==> src/rtl/softmax_job_scheduler_if.sv <==
// Job request/response port of the softmax job scheduler: per-requester
// request vectors in, one tagged result out under ready/valid.
interface softmax_job_scheduler_if #(
    parameter int NUM_REQ    = 4,
    parameter int IN_OUT_NUM = 10
);
    localparam int VEC_W = IN_OUT_NUM * 16;
    localparam int ID_W  = (NUM_REQ > 1) ? $clog2(NUM_REQ) : 1;

    logic [NUM_REQ-1:0]       req_valid;
    logic [NUM_REQ*VEC_W-1:0] req_data;
    logic [NUM_REQ-1:0]       req_ready;
    logic                     rsp_valid;
    logic                     rsp_ready;
    logic [ID_W-1:0]          rsp_id;
    logic                     rsp_err;
    logic [VEC_W-1:0]         rsp_data;

    // master: the requesters plus the response consumer
    modport master (
        output req_valid, req_data, rsp_ready,
        input  req_ready, rsp_valid, rsp_id, rsp_err, rsp_data
    );

    modport slave (
        input  req_valid, req_data, rsp_ready,
        output req_ready, rsp_valid, rsp_id, rsp_err, rsp_data
    );
endinterface

==> src/rtl/softmax_job_scheduler.sv <==
// Round-robin scheduler sharing one fp16_softmax engine among NUM_REQ
// requesters, with a watchdog that aborts a hung engine job.
module softmax_job_scheduler #(
    parameter int NUM_REQ     = 4,
    parameter int IN_OUT_NUM  = 10,
    parameter int TIMEOUT_CYC = 1024
) (
    input  logic                     clk,
    input  logic                     reset,
    input  logic                     clear,
    softmax_job_scheduler_if.slave   job,
    output logic                     sm_start_op,
    output logic                     sm_clear,
    output logic [IN_OUT_NUM*16-1:0] sm_input,
    input  logic [IN_OUT_NUM*16-1:0] sm_output,
    input  logic                     sm_valid
);

    localparam int VEC_W = IN_OUT_NUM * 16;
    localparam int ID_W  = (NUM_REQ > 1) ? $clog2(NUM_REQ) : 1;
    localparam int TMR_W = $clog2(TIMEOUT_CYC + 1);

    typedef enum logic [1:0] {
        S_IDLE,
        S_LAUNCH,
        S_WAIT,
        S_RESP
    } state_t;

    state_t           state, state_nxt;
    logic [ID_W-1:0]  rr_ptr;
    logic [TMR_W-1:0] timer;
    logic [VEC_W-1:0] in_buf;
    logic [VEC_W-1:0] out_buf;
    logic [ID_W-1:0]  id_buf;
    logic             err_buf;

    logic             grant_found;
    logic [ID_W-1:0]  grant_idx;
    logic [ID_W-1:0]  scan_idx;
    logic             timeout_hit;

    assign timeout_hit = (timer == TMR_W'(TIMEOUT_CYC - 1));

    // NOTE: every comb output gets a default first so no path infers a latch.
    always_comb begin
        grant_found = 1'b0;
        grant_idx   = '0;
        scan_idx    = '0;
        for (int k = 0; k < NUM_REQ; k++) begin
            scan_idx = ID_W'((int'(rr_ptr) + k) % NUM_REQ);
            if (!grant_found && job.req_valid[scan_idx]) begin
                grant_found = 1'b1;
                grant_idx   = scan_idx;
            end
        end
    end

    // NOTE: sequential state uses <= so every flop samples pre-edge values.
    always_ff @(posedge clk or posedge reset) begin
        if (reset) begin
            state <= S_IDLE;
        end else begin
            state <= state_nxt;
        end
    end

    always_comb begin
        state_nxt = state;
        if (clear) begin
            state_nxt = S_IDLE;
        end else begin
            unique case (state)
                S_IDLE:   if (grant_found) state_nxt = S_LAUNCH;
                S_LAUNCH: state_nxt = S_WAIT;
                S_WAIT:   if (sm_valid || timeout_hit) state_nxt = S_RESP;
                S_RESP:   if (job.rsp_ready) state_nxt = S_IDLE;
                default:  state_nxt = S_IDLE;
            endcase
        end
    end

    always_comb begin
        job.req_ready = '0;
        job.rsp_valid = 1'b0;
        sm_start_op   = 1'b0;
        sm_clear      = 1'b0;
        unique case (state)
            S_IDLE: begin
                if (!clear && grant_found) job.req_ready[grant_idx] = 1'b1;
            end
            S_LAUNCH: begin
                if (clear) sm_clear    = 1'b1;
                else       sm_start_op = 1'b1;
            end
            S_WAIT: begin
                // A completion in the timeout cycle wins over the watchdog.
                if (clear || (!sm_valid && timeout_hit)) sm_clear = 1'b1;
            end
            S_RESP: begin
                job.rsp_valid = 1'b1;
            end
            default: ;
        endcase
    end

    // NOTE: the vector buffers are reset too, so the engine and the response
    // port never expose X before the first job.
    always_ff @(posedge clk or posedge reset) begin
        if (reset) begin
            rr_ptr  <= '0;
            timer   <= '0;
            in_buf  <= '0;
            out_buf <= '0;
            id_buf  <= '0;
            err_buf <= 1'b0;
        end else if (clear) begin
            rr_ptr <= '0;
            timer  <= '0;
        end else begin
            unique case (state)
                S_IDLE: begin
                    if (grant_found) begin
                        in_buf <= job.req_data[grant_idx * VEC_W +: VEC_W];
                        id_buf <= grant_idx;
                        rr_ptr <= (grant_idx == ID_W'(NUM_REQ - 1)) ? '0
                                                                    : grant_idx + 1'b1;
                    end
                end
                S_LAUNCH: begin
                    timer <= '0;
                end
                S_WAIT: begin
                    timer <= timer + 1'b1;
                    if (sm_valid) begin
                        out_buf <= sm_output;
                        err_buf <= 1'b0;
                    end else if (timeout_hit) begin
                        out_buf <= '0;
                        err_buf <= 1'b1;
                    end
                end
                default: ;
            endcase
        end
    end

    assign sm_input     = in_buf;
    assign job.rsp_id   = id_buf;
    assign job.rsp_err  = err_buf;
    assign job.rsp_data = out_buf;

endmodule

==> src/flat_wrapper.sv <==
// flat-port wrapper written by rule: the top's interface ports become plain ports
module softmax_job_scheduler_flat 
#(
    parameter int NUM_REQ     = 4,
    parameter int IN_OUT_NUM  = 10,
    parameter int TIMEOUT_CYC = 1024
)
  (clk, reset, clear, sm_start_op, sm_clear, sm_input, sm_output, sm_valid, job_req_valid, job_req_data, job_rsp_ready, job_req_ready, job_rsp_valid, job_rsp_id, job_rsp_err, job_rsp_data);
  softmax_job_scheduler_if #(.NUM_REQ(NUM_REQ), .IN_OUT_NUM(IN_OUT_NUM)) job_i ();
  input  logic clk;
  input  logic reset;
  input  logic clear;
  output logic sm_start_op;
  output logic sm_clear;
  output logic [IN_OUT_NUM*16-1:0] sm_input;
  input  logic [IN_OUT_NUM*16-1:0] sm_output;
  input  logic sm_valid;
  input wire logic [$bits(job_i.req_valid)-1:0] job_req_valid;
  input wire logic [$bits(job_i.req_data)-1:0] job_req_data;
  input wire logic [$bits(job_i.rsp_ready)-1:0] job_rsp_ready;
  output wire logic [$bits(job_i.req_ready)-1:0] job_req_ready;
  output wire logic [$bits(job_i.rsp_valid)-1:0] job_rsp_valid;
  output wire logic [$bits(job_i.rsp_id)-1:0] job_rsp_id;
  output wire logic [$bits(job_i.rsp_err)-1:0] job_rsp_err;
  output wire logic [$bits(job_i.rsp_data)-1:0] job_rsp_data;
  assign job_i.req_valid = job_req_valid;
  assign job_i.req_data = job_req_data;
  assign job_i.rsp_ready = job_rsp_ready;
  assign job_req_ready = job_i.req_ready;
  assign job_rsp_valid = job_i.rsp_valid;
  assign job_rsp_id = job_i.rsp_id;
  assign job_rsp_err = job_i.rsp_err;
  assign job_rsp_data = job_i.rsp_data;
  softmax_job_scheduler #(.NUM_REQ(NUM_REQ), .IN_OUT_NUM(IN_OUT_NUM), .TIMEOUT_CYC(TIMEOUT_CYC)) u_core (.clk(clk), .reset(reset), .clear(clear), .job(job_i), .sm_start_op(sm_start_op), .sm_clear(sm_clear), .sm_input(sm_input), .sm_output(sm_output), .sm_valid(sm_valid));
endmodule
==> config.mk <==
export PLATFORM = sky130hd
export DESIGN_NAME = softmax_job_scheduler_flat
export DESIGN_NICKNAME = d
export VERILOG_FILES = /design/src/rtl/softmax_job_scheduler_if.sv /design/src/rtl/softmax_job_scheduler.sv /design/src/flat_wrapper.sv
export SDC_FILE = /design/constraint.sdc
export NUM_CORES = 1
export LEC_CHECK = 0
export CAP_MARGIN = 20
export CORE_AREA = 5 5 447 449
export CTS_BUF_LIST = sky130_fd_sc_hd__clkbuf_8
export DETAILED_ROUTE_END_ITERATION = 16
export DIE_AREA = 0 0 452 454
export GPL_TIMING_DRIVEN = 1
export REMOVE_ABC_BUFFERS = 1
export SKIP_CTS_REPAIR_TIMING = 1
export SLEW_MARGIN = 20
export SYNTH_ARGS = -nofsm -noshare
export SYNTH_HDL_FRONTEND = slang
export SYNTH_SLANG_ARGS = --single-unit
==> constraint.sdc <==
create_clock -name clk -period 26.6 [get_ports clk]
set_input_delay 2.66 -clock clk [delete_from_list [all_inputs] [get_ports clk]]
set_output_delay 2.66 -clock clk [all_outputs]
set_load 0.01 [all_outputs]
==> flow_metrics.tcl <==
set metrics [dict create \
    status "completed" \
    fp.dieArea_sq_um 205000 \
    ys_async_sr_fraction 1.00 \
    ys.flop_type "dfrtp_1" \
    hpwl_mm 124 \
    start_util 0.0903 \
    drt_pass1_iterations 7 \
    htreeDepth 3 \
    area_delta_synth_final_pct 90.0 \
    netSwitchingFraction 0.426 \
    relSlewSlack 0.259 \
    synth_top_area_cell "dfrtp_1" \
    period_needed_ns 8.35 \
    overflow 0 \
    grt_pass1_vias 19647 \
    cts_tree "done" \
    fin_ws_ns 18.25 \
    p_clk_frac 0.204 \
    via_per_inst 3.68 \
    setup_tns_ns 0 \
    stdcell_count 5299 \
    cp.required_ns 23.94 \
    hold_slack_ns 0.501 \
    hold_violations 0 \
    p_leak_nw 12.4 \
    max-cap-violations 0 \
    critical_path_class "input pin to primary output" \
    p_switching_mw 1.45 \
    cts_made_buffers 74 \
    fin_util 0.171 \
    power_density_nw_per_um2 101 \
    netlist_top_cells_area "dfrtp_1 48%, a211oi_1 11%, mux2i_1 9.1%" \
    seqPwrFrac 0.270 \
    netlist_area_sq_um 17700 \
    path_max_fanout 58 \
    antenna_found_initial 79 \
    power.total_mw 3.39 \
    rsz0062_at_grt "no" \
    stdcell_area_sq_um 33600 \
    final_layout_size_suffix_gt1_frac 0.0833 \
    worstMarginPinSlew_ns 1.11 \
    io-pin-count 1139 \
    synthDistinctLibCells 44 \
    ys_seq_area_frac 0.479 \
    die_h_um 454 \
    fillers 21764 \
    fmax_ghz 0.120 \
    pre_cts_ws_ns 18.26 \
    ff2ff_setup_slack_ns 22.05 \
    ant_nets 0 \
    yosys_warnings 0 \
    wire_per_inst_um 28.4 \
    post_dp_cell_area_sq_um 31800 \
    post-route-period-util 0.314 \
    cp-end-kind "primary output" \
    io_buffers 1138 \
    postSynthCellCount 1592 \
    dpl.cell_count 5138 \
    synth_edf_count 0 \
    p_int_mw 1.95 \
    cts_sinks 338 \
    finalNetCount 3472 \
    clockBufferDepth 3 \
    synth.most_common_cell "dfrtp_1" \
    cp.arrival_ns 5.69 \
    netlist.area_leader.share 0.479 \
    grt_usage 0.139 \
    die_w_um 452 \
    vias 19504 \
    clock-skew-final_ns 0.0512 \
    peakVddDrop_mv 0.0489 \
    startpoint_type "input pin" \
    path_clk_slew_ns 0.06 \
    yosys-top-cells-count "338 x dfrtp_1, 255 x a211oi_1, 178 x nor2_1, 161 x a22o_1, 161 x mux2i_1" \
    setup_violations 0 \
    core.rowCount 163 \
    avgSynthCellArea_sq_um 11.1 \
    core_sq_um 196000 \
    slew_viol_final 0 \
    ys_seq_elements 338 \
    final-seq-area_sq_um 8460 \
    grt_max_degree 161 \
    drtIter0Drc 1604 \
    insertion_delay_ns 0.79 \
    wl_mm 151 \
    grt_pass1_wl_mm 192 \
    multiInputGateArea_sq_um 8440 \
    pwr-share-comb 0.526 \
    drc_errors 0 \
    place_congestion 0.957 \
    hold_class "flip-flop to flip-flop" \
    clock-root-buffer "clkbuf_8" \
]
==> power groups by stage <==
stage               Combinational [mW]  Clock [mW]  Sequential (mW)
CTS                               1.84       0.730            0.913
global placement                  1.83           0            0.910
finish                            1.79       0.692            0.914
detailed placement                1.83           0            0.918
global route                      1.90       0.746            0.939
floorplan                        0.647           0            0.995
==> path summary, 6_finish.rpt <==
kind                                                  to  depth (start not counted)                     start
worst max-delay path                    job_req_ready[3]                          6          job_req_valid[3]
worst min-delay path            u_core.job.rsp_data[125]                          1  u_core.job.rsp_data[125]
worst max register to register       u_core.sm_input[74]                         11           u_core.state[0]
worst min register to register  u_core.job.rsp_data[125]                          1  u_core.job.rsp_data[125]
max in group asynchronous            u_core.sm_input[24]                          5                     reset
min in group asynchronous        u_core.job.rsp_data[38]                          2                     reset
==> final cells by class <==
class | count | share of cell area
repair buffers | 1168 | 0.347
diodes | 29 | 0.00216
multi-input cells | 1069 | 0.252
inverters | 6 | 0.000894
well taps | 2557 | 0.0953
clock buffers | 95 | 0.0389
flip-flops and latches | 338 | 0.252
clock inverters | 37 | 0.0118
==> layout by cell type (no fill, tap or decap), types with 5 or more instances in the layout <==
cell type and n:
clkdlybuf4s50_1 1138, dfrtp_1 338, a211oi_1 255, nor2_1 176, mux2i_1 161, a22o_1 161
o31a_1 160, clkbuf_8 95, a211oi_2 66, diode_2 29, buf_4 26, inv_1 20
o21ai_0 16, nand2_1 15, clkinv_2 8, ha_1 6, bufinv_16 6, nor2b_1 5
a21oi_1 5
==> layer usage <==
metal	up-vias	part of all wire	global-route usage
met3	247	0.10	0.0583
met5	-	0.0018	0
li1	8425	-	-
met2	1047	0.50	0.239
met1	9745	0.36	0.151
met4	40	0.035	0.0553
==> state kept, by name, indices dropped and copies added (netlist names) <==
name                 cells
u_core.state             2
u_core.sm_input        160
u_core.rr_ptr            2
u_core.job.rsp_id        2
u_core.timer            11
u_core.job.rsp_data    160
u_core.job.rsp_err       1
==> logic make-up after synthesis <==
| family | share of synthesized area |
|---|---|
| AND/OR/NAND/NOR | 0.0517 |
| AO/OA/AOI/OAI | 0.326 |
| buffers and inverters | 0.0471 |
| multiplexers | 0.0912 |
| XOR/XNOR | 0.000991 |
| adder cells (fa/ha/maj) | 0.00425 |
| flip-flops | 0.479 |
==> worst max-delay path, stage by stage <==
cell and delay (ns):
clkdlybuf4s50_1 0.55, nor2b_1 0.21, o21a_4 0.66, or3_4 0.75
nor2_1 0.23, clkdlybuf4s50_1 0.55
Note: power is estimated with default switching activity, not from simulation.
